<file path="config.mk">
export PLATFORM = sky130hd
export DESIGN_NAME = acc_cpu_fsm
export DESIGN_NICKNAME = d
export VERILOG_FILES = /design/src/rtl/acc_cpu_pkg.sv /design/src/rtl/acc_cpu_ram.sv /design/src/rtl/acc_cpu_fsm.sv
export SDC_FILE = /design/constraint.sdc
export NUM_CORES = 2
export LEC_CHECK = 0
export CORE_ASPECT_RATIO = 0.5
export CORE_MARGIN = 5
export CORE_UTILIZATION = 50
export DETAILED_ROUTE_END_ITERATION = 10
export PLACE_DENSITY = 0.71
export SETUP_SLACK_MARGIN = 0.5
export SLEW_MARGIN = 10
export SYNTH_ARGS = -nofsm -noshare
export SYNTH_HDL_FRONTEND = slang
export SYNTH_SLANG_ARGS = --single-unit
</file>
<file path="constraint.sdc">
create_clock -name clock_write -period 18.7 [get_ports clock_write]
set_clock_uncertainty 0.15 [all_clocks]
set_input_delay 3.74 -clock clock_write [delete_from_list [all_inputs] [get_ports clock_write]]
set_output_delay 3.74 -clock clock_write [all_outputs]
set_load 0.05 [all_outputs]
</file>
<file path="src/rtl/acc_cpu_pkg.sv">
// Shared opcode encodings and FSM state type for the multi-cycle accumulator CPU.
package acc_cpu_pkg;

    localparam int unsigned OPC_W = 8;

    localparam logic [OPC_W-1:0] OP_LOAD  = 8'h00;
    localparam logic [OPC_W-1:0] OP_ADD   = 8'h01;
    localparam logic [OPC_W-1:0] OP_SUB   = 8'h02;
    localparam logic [OPC_W-1:0] OP_DIV   = 8'h03;
    localparam logic [OPC_W-1:0] OP_MUL   = 8'h04;
    localparam logic [OPC_W-1:0] OP_OUT   = 8'h05;
    localparam logic [OPC_W-1:0] OP_READ  = 8'h06;
    localparam logic [OPC_W-1:0] OP_SAVE  = 8'h07;
    localparam logic [OPC_W-1:0] OP_SCAN  = 8'h08;
    localparam logic [OPC_W-1:0] OP_INC   = 8'h09;
    localparam logic [OPC_W-1:0] OP_DEC   = 8'h0A;
    localparam logic [OPC_W-1:0] OP_SHIFT = 8'h0B;
    localparam logic [OPC_W-1:0] OP_SKIP  = 8'h0C;
    localparam logic [OPC_W-1:0] OP_HALT  = 8'h0F;

    typedef enum logic [1:0] {
        FETCH   = 2'd0,
        EXEC    = 2'd1,
        WAIT_IN = 2'd2,
        HALT    = 2'd3
    } state_t;

endpackage

</file>
<file path="src/rtl/acc_cpu_ram.sv">
// Data RAM: synchronous write, asynchronous read, contents never reset.
module acc_cpu_ram #(
    parameter int unsigned DATA_W = 8,
    parameter int unsigned ADDR_W = 8
) (
    input  logic              clock_write,
    input  logic              we,
    input  logic [ADDR_W-1:0] addr,
    input  logic [DATA_W-1:0] wdata,
    output logic [DATA_W-1:0] rdata_c
);

    localparam int unsigned DEPTH = 2 ** ADDR_W;

    logic [DATA_W-1:0] mem [DEPTH];

    always_ff @(posedge clock_write) begin
        if (we) begin
            mem[addr] <= wdata;
        end
    end

    assign rdata_c = mem[addr];

endmodule

</file>
<file path="src/rtl/acc_cpu_fsm.sv">
// Multi-cycle accumulator CPU: fetch/execute FSM, handshaked input port,
// pulsed output port, HALT and a sticky divide-by-zero flag.
module acc_cpu_fsm
    import acc_cpu_pkg::*;
#(
    parameter int unsigned DATA_W = 8,
    parameter int unsigned ADDR_W = 8,
    parameter int unsigned OP_W   = 8
) (
    input  logic                   clock_write,
    input  logic                   reset,
    output logic [ADDR_W-1:0]      instr_addr,
    input  logic [OP_W+ADDR_W-1:0] instr_data,
    input  logic [DATA_W-1:0]      in_data,
    input  logic                   in_valid,
    output logic                   in_ready,
    output logic [DATA_W-1:0]      out_data,
    output logic                   out_valid,
    output logic [DATA_W-1:0]      acc_out,
    output logic                   halted,
    output logic                   err_div0
);

    localparam int unsigned INSTR_W = OP_W + ADDR_W;

    state_t              state_q, state_d;
    logic [ADDR_W-1:0]   pc_q, pc_d;
    logic [DATA_W-1:0]   acc_q, acc_d;
    logic [INSTR_W-1:0]  ir_q, ir_d;
    logic [DATA_W-1:0]   out_data_q, out_data_d;
    logic                out_valid_q, out_valid_d;
    logic                in_ready_q, in_ready_d;
    logic                halted_q, halted_d;
    logic                err_q, err_d;

    logic [OP_W-1:0]     op;
    logic [ADDR_W-1:0]   opnd;
    logic [DATA_W-1:0]   mem_rd;
    logic                ram_we;

    assign op   = ir_q[INSTR_W-1 -: OP_W];
    assign opnd = ir_q[ADDR_W-1:0];

    // A SAVE whose EXEC edge coincides with reset must not reach the RAM.
    assign ram_we = (state_q == EXEC) && (op == OP_W'(OP_SAVE)) && !reset;

    acc_cpu_ram #(
        .DATA_W (DATA_W),
        .ADDR_W (ADDR_W)
    ) u_ram (
        .clock_write (clock_write),
        .we          (ram_we),
        .addr        (opnd),
        .wdata       (acc_q),
        .rdata_c     (mem_rd)
    );

    always_ff @(posedge clock_write) begin
        if (reset) begin
            state_q     <= FETCH;
            pc_q        <= '0;
            acc_q       <= '0;
            ir_q        <= '0;
            out_data_q  <= '0;
            out_valid_q <= 1'b0;
            in_ready_q  <= 1'b0;
            halted_q    <= 1'b0;
            err_q       <= 1'b0;
        end else begin
            state_q     <= state_d;
            pc_q        <= pc_d;
            acc_q       <= acc_d;
            ir_q        <= ir_d;
            out_data_q  <= out_data_d;
            out_valid_q <= out_valid_d;
            in_ready_q  <= in_ready_d;
            halted_q    <= halted_d;
            err_q       <= err_d;
        end
    end

    always_comb begin
        state_d     = state_q;
        pc_d        = pc_q;
        acc_d       = acc_q;
        ir_d        = ir_q;
        out_data_d  = out_data_q;
        out_valid_d = 1'b0;
        in_ready_d  = in_ready_q;
        halted_d    = halted_q;
        err_d       = err_q;

        case (state_q)
            FETCH: begin
                ir_d    = instr_data;
                state_d = EXEC;
            end

            EXEC: begin
                state_d = FETCH;
                pc_d    = pc_q + ADDR_W'(1);
                case (op)
                    OP_W'(OP_LOAD): acc_d = mem_rd;
                    OP_W'(OP_ADD):  acc_d = acc_q + mem_rd;
                    OP_W'(OP_SUB):  acc_d = acc_q - mem_rd;
                    OP_W'(OP_DIV): begin
                        if (mem_rd == '0) begin
                            err_d = 1'b1;
                        end else begin
                            acc_d = acc_q / mem_rd;
                        end
                    end
                    OP_W'(OP_MUL):  acc_d = acc_q * mem_rd;
                    OP_W'(OP_OUT): begin
                        out_data_d  = acc_q;
                        out_valid_d = 1'b1;
                    end
                    OP_W'(OP_READ): begin
                        pc_d       = pc_q;
                        in_ready_d = 1'b1;
                        state_d    = WAIT_IN;
                    end
                    OP_W'(OP_SCAN):  acc_d = DATA_W'(opnd);
                    OP_W'(OP_INC):   acc_d = acc_q + DATA_W'(1);
                    OP_W'(OP_DEC):   acc_d = acc_q - DATA_W'(1);
                    OP_W'(OP_SHIFT): pc_d  = pc_q - ADDR_W'(acc_q);
                    OP_W'(OP_SKIP): begin
                        if (acc_q == '0) begin
                            pc_d = pc_q + ADDR_W'(3);
                        end
                    end
                    OP_W'(OP_HALT): begin
                        halted_d = 1'b1;
                        state_d  = HALT;
                    end
                    default: ;
                endcase
            end

            WAIT_IN: begin
                if (in_valid && in_ready_q) begin
                    acc_d      = in_data;
                    pc_d       = pc_q + ADDR_W'(1);
                    in_ready_d = 1'b0;
                    state_d    = FETCH;
                end
            end

            HALT: ;

            default: state_d = FETCH;
        endcase
    end

    assign instr_addr = pc_q;
    assign acc_out    = acc_q;
    assign out_data   = out_data_q;
    assign out_valid  = out_valid_q;
    assign in_ready   = in_ready_q;
    assign halted     = halted_q;
    assign err_div0   = err_q;

endmodule

</file>
# ---- After elaboration in Yosys (flattened, before gate mapping)
# Memories as Yosys holds them, arrays and structs flattened. A register that Yosys moved wholly into a read port is not among the register bits.
# Cells that the tools add are included.
# Widths: inputs -> output; s select.
dict set report totals {
  ff_bits 46
  latchBits 0
  mem_bits_rw 2048
  mem_bits_ro 0
  wordCells 77
  n_memories 1
}
dict set report classes {
  addsub 7
  mul 1
  n_div 1
  magnitude_cmp 0
  n_eq_ne 20
  n_shift 0
  n_mux 19
  bitwise 1
  n_reduce_logical 18
}
# name words word_bits read_ports rd_clocked_by_memory_dff write_ports line_no
set mem_list {}
lappend mem_list {u_ram.mem 256 8 1 1 1 acc_cpu_ram.sv:15} ;# logic [DATA_W-1:0] mem [DEPTH];
# cell n
set ops {}
lappend ops {{$pmux 8 s8} 1}
lappend ops {{$eq 8x4->1 const B} 6}
lappend ops {{$mux 8} 6}
lappend ops {{$eq 8x3->1 const B} 4}
lappend ops {{$pmux 8 s2} 2}
lappend ops {{$logic_not 8->1} 3}
lappend ops {{$pmux 8 s3} 1}
lappend ops {{$add 8x1->8 const B} 2}
lappend ops {{$eq 8x2->1 const B} 2}
lappend ops {{$sub 8x8->8} 2}
lappend ops {{$ne 9x1->1 const B} 1}
lappend ops {{$reduce_and 3->1} 3}
lappend ops {{$add 8x2->8 const B} 1}
lappend ops {{$add 8x8->8} 1}
lappend ops {{$div 8x8->8} 1}
lappend ops {{$eq 8x1->1 const B} 1}
lappend ops {{$mul 8x8->8} 1}
lappend ops {{$sub 8x1->8 const B} 1}
lappend ops {{$pmux 2 s3} 1}
lappend ops {{$reduce_and 2->1} 3}
lappend ops {{$mux 1} 5}
lappend ops {{$ne 2x2->1 const B} 2}
lappend ops {{$pmux 2 s2} 1}
lappend ops {{$reduce_and 4->1} 1}
lappend ops {{other kinds (13)} 15}

# ---- Logic depth before layout (Yosys ltp)
dict set report depth {
  word_depth 5
  mapped_depth 84
}

# ---- Hierarchy
# From an unflattened synthesis, not the netlist that was laid out.
dict set report hier_totals {
  cells_unflattened 4315
  hier_area_um2 84264.6
}
# mod instances cells_per_inst area_per_inst_um2 seq_area_each_um2
set by_module_without_submodules {}
lappend by_module_without_submodules {acc_cpu_ram 1 3539 78332.6 61499.0}
lappend by_module_without_submodules {acc_cpu_fsm 1 776 5931.9 920.9}

# ---- Least setup slack after synthesis
# Ideal clock, no wire load.
dict set report synth_timing {
  kind {register to register}
  from {register acc_q[7], in the netlist acc_out[7]}
  to {register acc_q[0], in the netlist acc_out[0]}
  arrival_ns 14.966
  required_ns 18.418
  slack_ns 3.452
  stages_incl_launch_ff 61
  n_path_buf 3
  synth_period_minus_slack_ns 15.248
  path_cell_list {dfxtp_1 > ha_1 > a21oi_1 > ha_1 > or4b_2 > o311ai_0 > and3_1 > nor2_1 > ha_1 > a21oi_1 > nor3_1 > nor2_1 > a21oi_1 > ha_1 > o21ai_0 > nor2b_1 > nor2b_1 > o21a_1 > (+25 left out) > a21oi_1 > o21ai_0 > a21oi_1 > o21ai_1 > clkbuf_1 > nand2_1 > o21ai_0 > ha_1 > a21o_1 > a21o_1 > a21o_1 > a21o_1 > a21o_1 > a21o_1 > a21oi_1 > o21ai_0 > nand3_1 > a21oi_1}
}
dict set report synth_between {
  elab_chain_cells 4
}
# element line_no
set synth_rtl {}
lappend synth_rtl {{start, declared} acc_cpu_fsm.sv:28} ;# logic [DATA_W-1:0] acc_q, acc_d;
lappend synth_rtl {{start signal, assigned} acc_cpu_fsm.sv:62} ;# acc_q <= '0;
lappend synth_rtl {{start signal, assigned} acc_cpu_fsm.sv:72} ;# acc_q <= acc_d;
lappend synth_rtl {{$div 8x8->8} acc_cpu_fsm.sv:110} ;# acc_d = acc_q / mem_rd;
lappend synth_rtl {{$mux 8} acc_cpu_fsm.sv:107} ;# if (mem_rd == '0) begin
lappend synth_rtl {{$pmux 8 s8} acc_cpu_fsm.sv:102} ;# case (op)
lappend synth_rtl {{$pmux 8 s2} acc_cpu_fsm.sv:93} ;# case (state_q)
# Every way passes these cells. The select of a mux whose other input is x is not followed.
# A chain may end at the register's enable or synchronous reset.

==> out/qor.yml <==
routing:
  routedWlPerCell_um: 33.9
  ant_nets: 0
  initialDrtViolationCount: 8129
  dr.pass1.iters: 6
  vias_per_cell: 6.67
  vias: 48100
  drt-total-wl_um: 245000
  drc: 0
clock_network:
  cts_sinks: 2102
  root_buffer: "clkbuf_16"
  cts_tree: "yes"
  post_cts_buffers: 0
  clock_path_buffers: 3
  holdBufCountCts: 0
  numCtsBuffers: 180
  path_clk_slew_ns: 0.07
  cts_max_level: 4
  cts_resized: 0
  clk_latency_ns: 0.84
run_status:
  status: "complete, no violations"
yosys:
  yosys.area.top_type: "edfxtp_1"
  synth_edf_count: 2048
  synth_top_area_share_pct: 71.5
  ys.flop_type: "edfxtp_1"
  synth_nets: 4776
  synthTopCellsByArea: "edfxtp_1, mux4_2, mux2i_1"
  synth.avg_cell_area_um2: 18.5
  async_flop_share_pct: 0
  ys_seq_elements: 2102
  yosysSeqAreaShare_pct: 72.8
  ys_types: 94
  netlist_instances: 4657
  yosysWarningCount: 0
  syn_area_mm2: 0.0860
global_routing:
  grt_usage_pct: 26.9
  grt_pass1_wl_um: 346000
  gr-total-overflow: 0
  grt_pass1_vias: 45900
  grt_max_degree: 205
  antenna_found_initial: 15
placed_design:
  gp_congestion: 0.930
  place_hpwl_um: 154000
  place_area_mm2: 0.0893
  portBuffers: 54
sta:
  period_share_pct: 91.2
  setup_viol: 0
  tightest_slew_ns: 1.26
  min_period_ns: 17.06
  hold_viol: 0
  drv_slew: 0
  maxClockFrequency_mhz: 58.6
  slew_headroom_pct: 15.4
  tns_ns: 0
  rsz0062_at_grt: "false"
critical_path:
  cp_slowest_cell: "nor3_1"
  rrSetupSlack_ns: 1.64
  required_ns: 19.23
  end_kind: "flip-flop"
  worst_path_most_repeated_cell: "a21oi_1"
  cp_max_fo: 37
  cp-start-kind: "flip-flop"
  cp_slowest_stage_delay_ns: 1.05
  worstSetupPathType: "reg -> reg"
  cp_data_arrival_time_ns: 17.59
die:
  core_mm2: 0.171
  start_util_pct: 50.4
  row_count: 107
  die-height_um: 303
  die_x_um: 597
  die_area_mm2: 0.181
  boundaryPins: 55
pwr:
  seqPwrFrac_pct: 52.8
  p_per_area_mw_per_mm2: 106
  clkPwrFrac_pct: 36.8
  p_comb_share_pct: 10.4
  switchingPower_mw: 2.47
  swShare_pct: 24.6
  p_int_mw: 7.57
  power.total_mw: 10.0
  power.leakage_nw: 30.0
  peakVddDrop_v: 0.000108
final_layout:
  multi_input_area_mm2: 0.0217
  final_area_mm2: 0.0950
  regArea_mm2: 0.0626
  synthToLayoutAreaGrowth_pct: 10.4
  layout.nets: 4893
  fill_cells: 12700
  drive_gt1_share_pct: 18.3
job:
  drv_cap: 0
min_path:
  worstHoldPathType: "reg -> reg"
synthesized netlist by cell type, drive strengths merged, types with 14 or more instances:
library cell and number:
a221oi 16, nor2 403, dfxtp 54, edfxtp 2048, a211oi 19, o211ai 16
mux2i 282, nor2b 33, fa 14, inv 72, o21ai 59, a21o 15
a22o 16, nand4 15, nand2b 27, a31oi 26, xnor2 30, nand3 74
and2 14, buf 157, nor4 17, a22oi 123, nor3 40, nand2 188
a21oi 109, ha 78, o22ai 17, mux4 423, clkbuf 108
kinds of logic (layout without fill, tap and decap cells):
kind of cell | Yosys count | after routing | share of synthesized area (%)
compound gates | 508 | 508 | 4.10
xor+xnor | 38 | 38 | 0.419
fa+ha+maj | 92 | 92 | 1.46
buf+inv | 337 | 604 | 2.14
flops | 2102 | 2102 | 72.8
mux | 718 | 718 | 14.6
other cells | 0 | 5 | 0
simple gates | 862 | 862 | 4.56
final cells by class:
| cell class | instances | share of cell area [%] |
|---|---|---|
| clock buffer | 215 | 4.90 |
| clock inverter | 117 | 1.08 |
| multi-input combinational | 2218 | 22.8 |
| inverter | 72 | 0.285 |
| antenna | 5 | 0.0132 |
| timing repair buffer | 200 | 1.93 |
| sequential | 2102 | 65.9 |
| tap | 2289 | 3.02 |
cells in the final DEF (no fill, tap or decap), drive strengths merged, types with 6 or more instances in the layout:
cell           count
o22ai             17
buf              147
nor2b             33
nor2             403
nand2b            27
edfxtp          2048
ha                78
clkinv            93
mux2              13
o21a              11
xnor2             30
fa                14
a21oi            109
clkdlybuf4s50     53
a211oi            19
dfxtp             54
nand4             15
and3              13
o211ai            16
nand2            188
mux4             423
xor2               6
inv               78
o31ai              8
a22o              16
or3                6
a221oi            16
a21o              15
a22oi            123
a31oi             26
nor3              40
nand3             74
nor4              17
bufinv            13
a311oi             6
and2              14
o21ai             59
mux2i            282
clkbuf           215
power by group through the flow:
| stage | combinational [mW] | clock (mW) | sequential [mW] |
|---|---|---|---|
| 2_1_floorplan | 0.573 | 0 | 5.48 |
| 3_3_place_gp | 1.00 | 0 | 5.40 |
| 3_5_place_dp | 1.01 | 0 | 5.40 |
| 4_1_cts | 1.02 | 3.71 | 5.30 |
| 5_1_grt | 1.09 | 3.92 | 5.30 |
| 6_report | 1.04 | 3.70 | 5.30 |
metal layers:
layer	share of wire (%)	global-route usage [%]	wire, um	up-vias
met2	44	39.4	108000	3495
met1	39	39.0	94800	25000
li1	-	-	-	19000
met4	3.8	9.35	9280	14
met3	13	7.81	32400	542
met5	0.033	0	80	-
flip-flops by register name, indices dropped and copies added (netlist names), named ones only:
name,cells
u_ram.mem,2048
ir_q,16
acc_out,8
instr_addr,8
out_data,8
state_q,2
err_div0,1
halted,1
in_ready,1
out_valid,1
path summary, 6_finish.rpt:
kind | from | to | cells after the start
worst max register to register | flip-flop | acc_out[0]$_SDFFE_PP0P_ | 69
worst min register to register | halted$_SDFFE_PP0P_ | halted$_SDFFE_PP0P_ | 2
worst min-delay path | halted$_SDFFE_PP0P_ | halted$_SDFFE_PP0P_ | 2
worst max-delay path | flip-flop | acc_out[0]$_SDFFE_PP0P_ | 69
stage by stage:
step           hold slack, ns  setup WS, ns  instances  util, %
6_report                0.333          1.64       7218     55.6
5_1_grt                 0.358         0.493       7213     55.6
4_1_cts                 0.337          1.33       7213     55.6
3_5_place_dp            0.322          1.44       6881     52.3
3_3_place_gp            0.315         0.956       6880     52.3
2_1_floorplan           0.311          3.45       4657        -
critical path, delay by kind of cell (launching register included):
family	cells	cell delay, ns
simple gates	20	5.21
fa+ha+maj	7	1.96
buf+inv	6	1.47
mux	4	1.57
flops	1	1.02
compound gates	32	5.42
No activity file was read; power rests on OpenSTA's default activity.
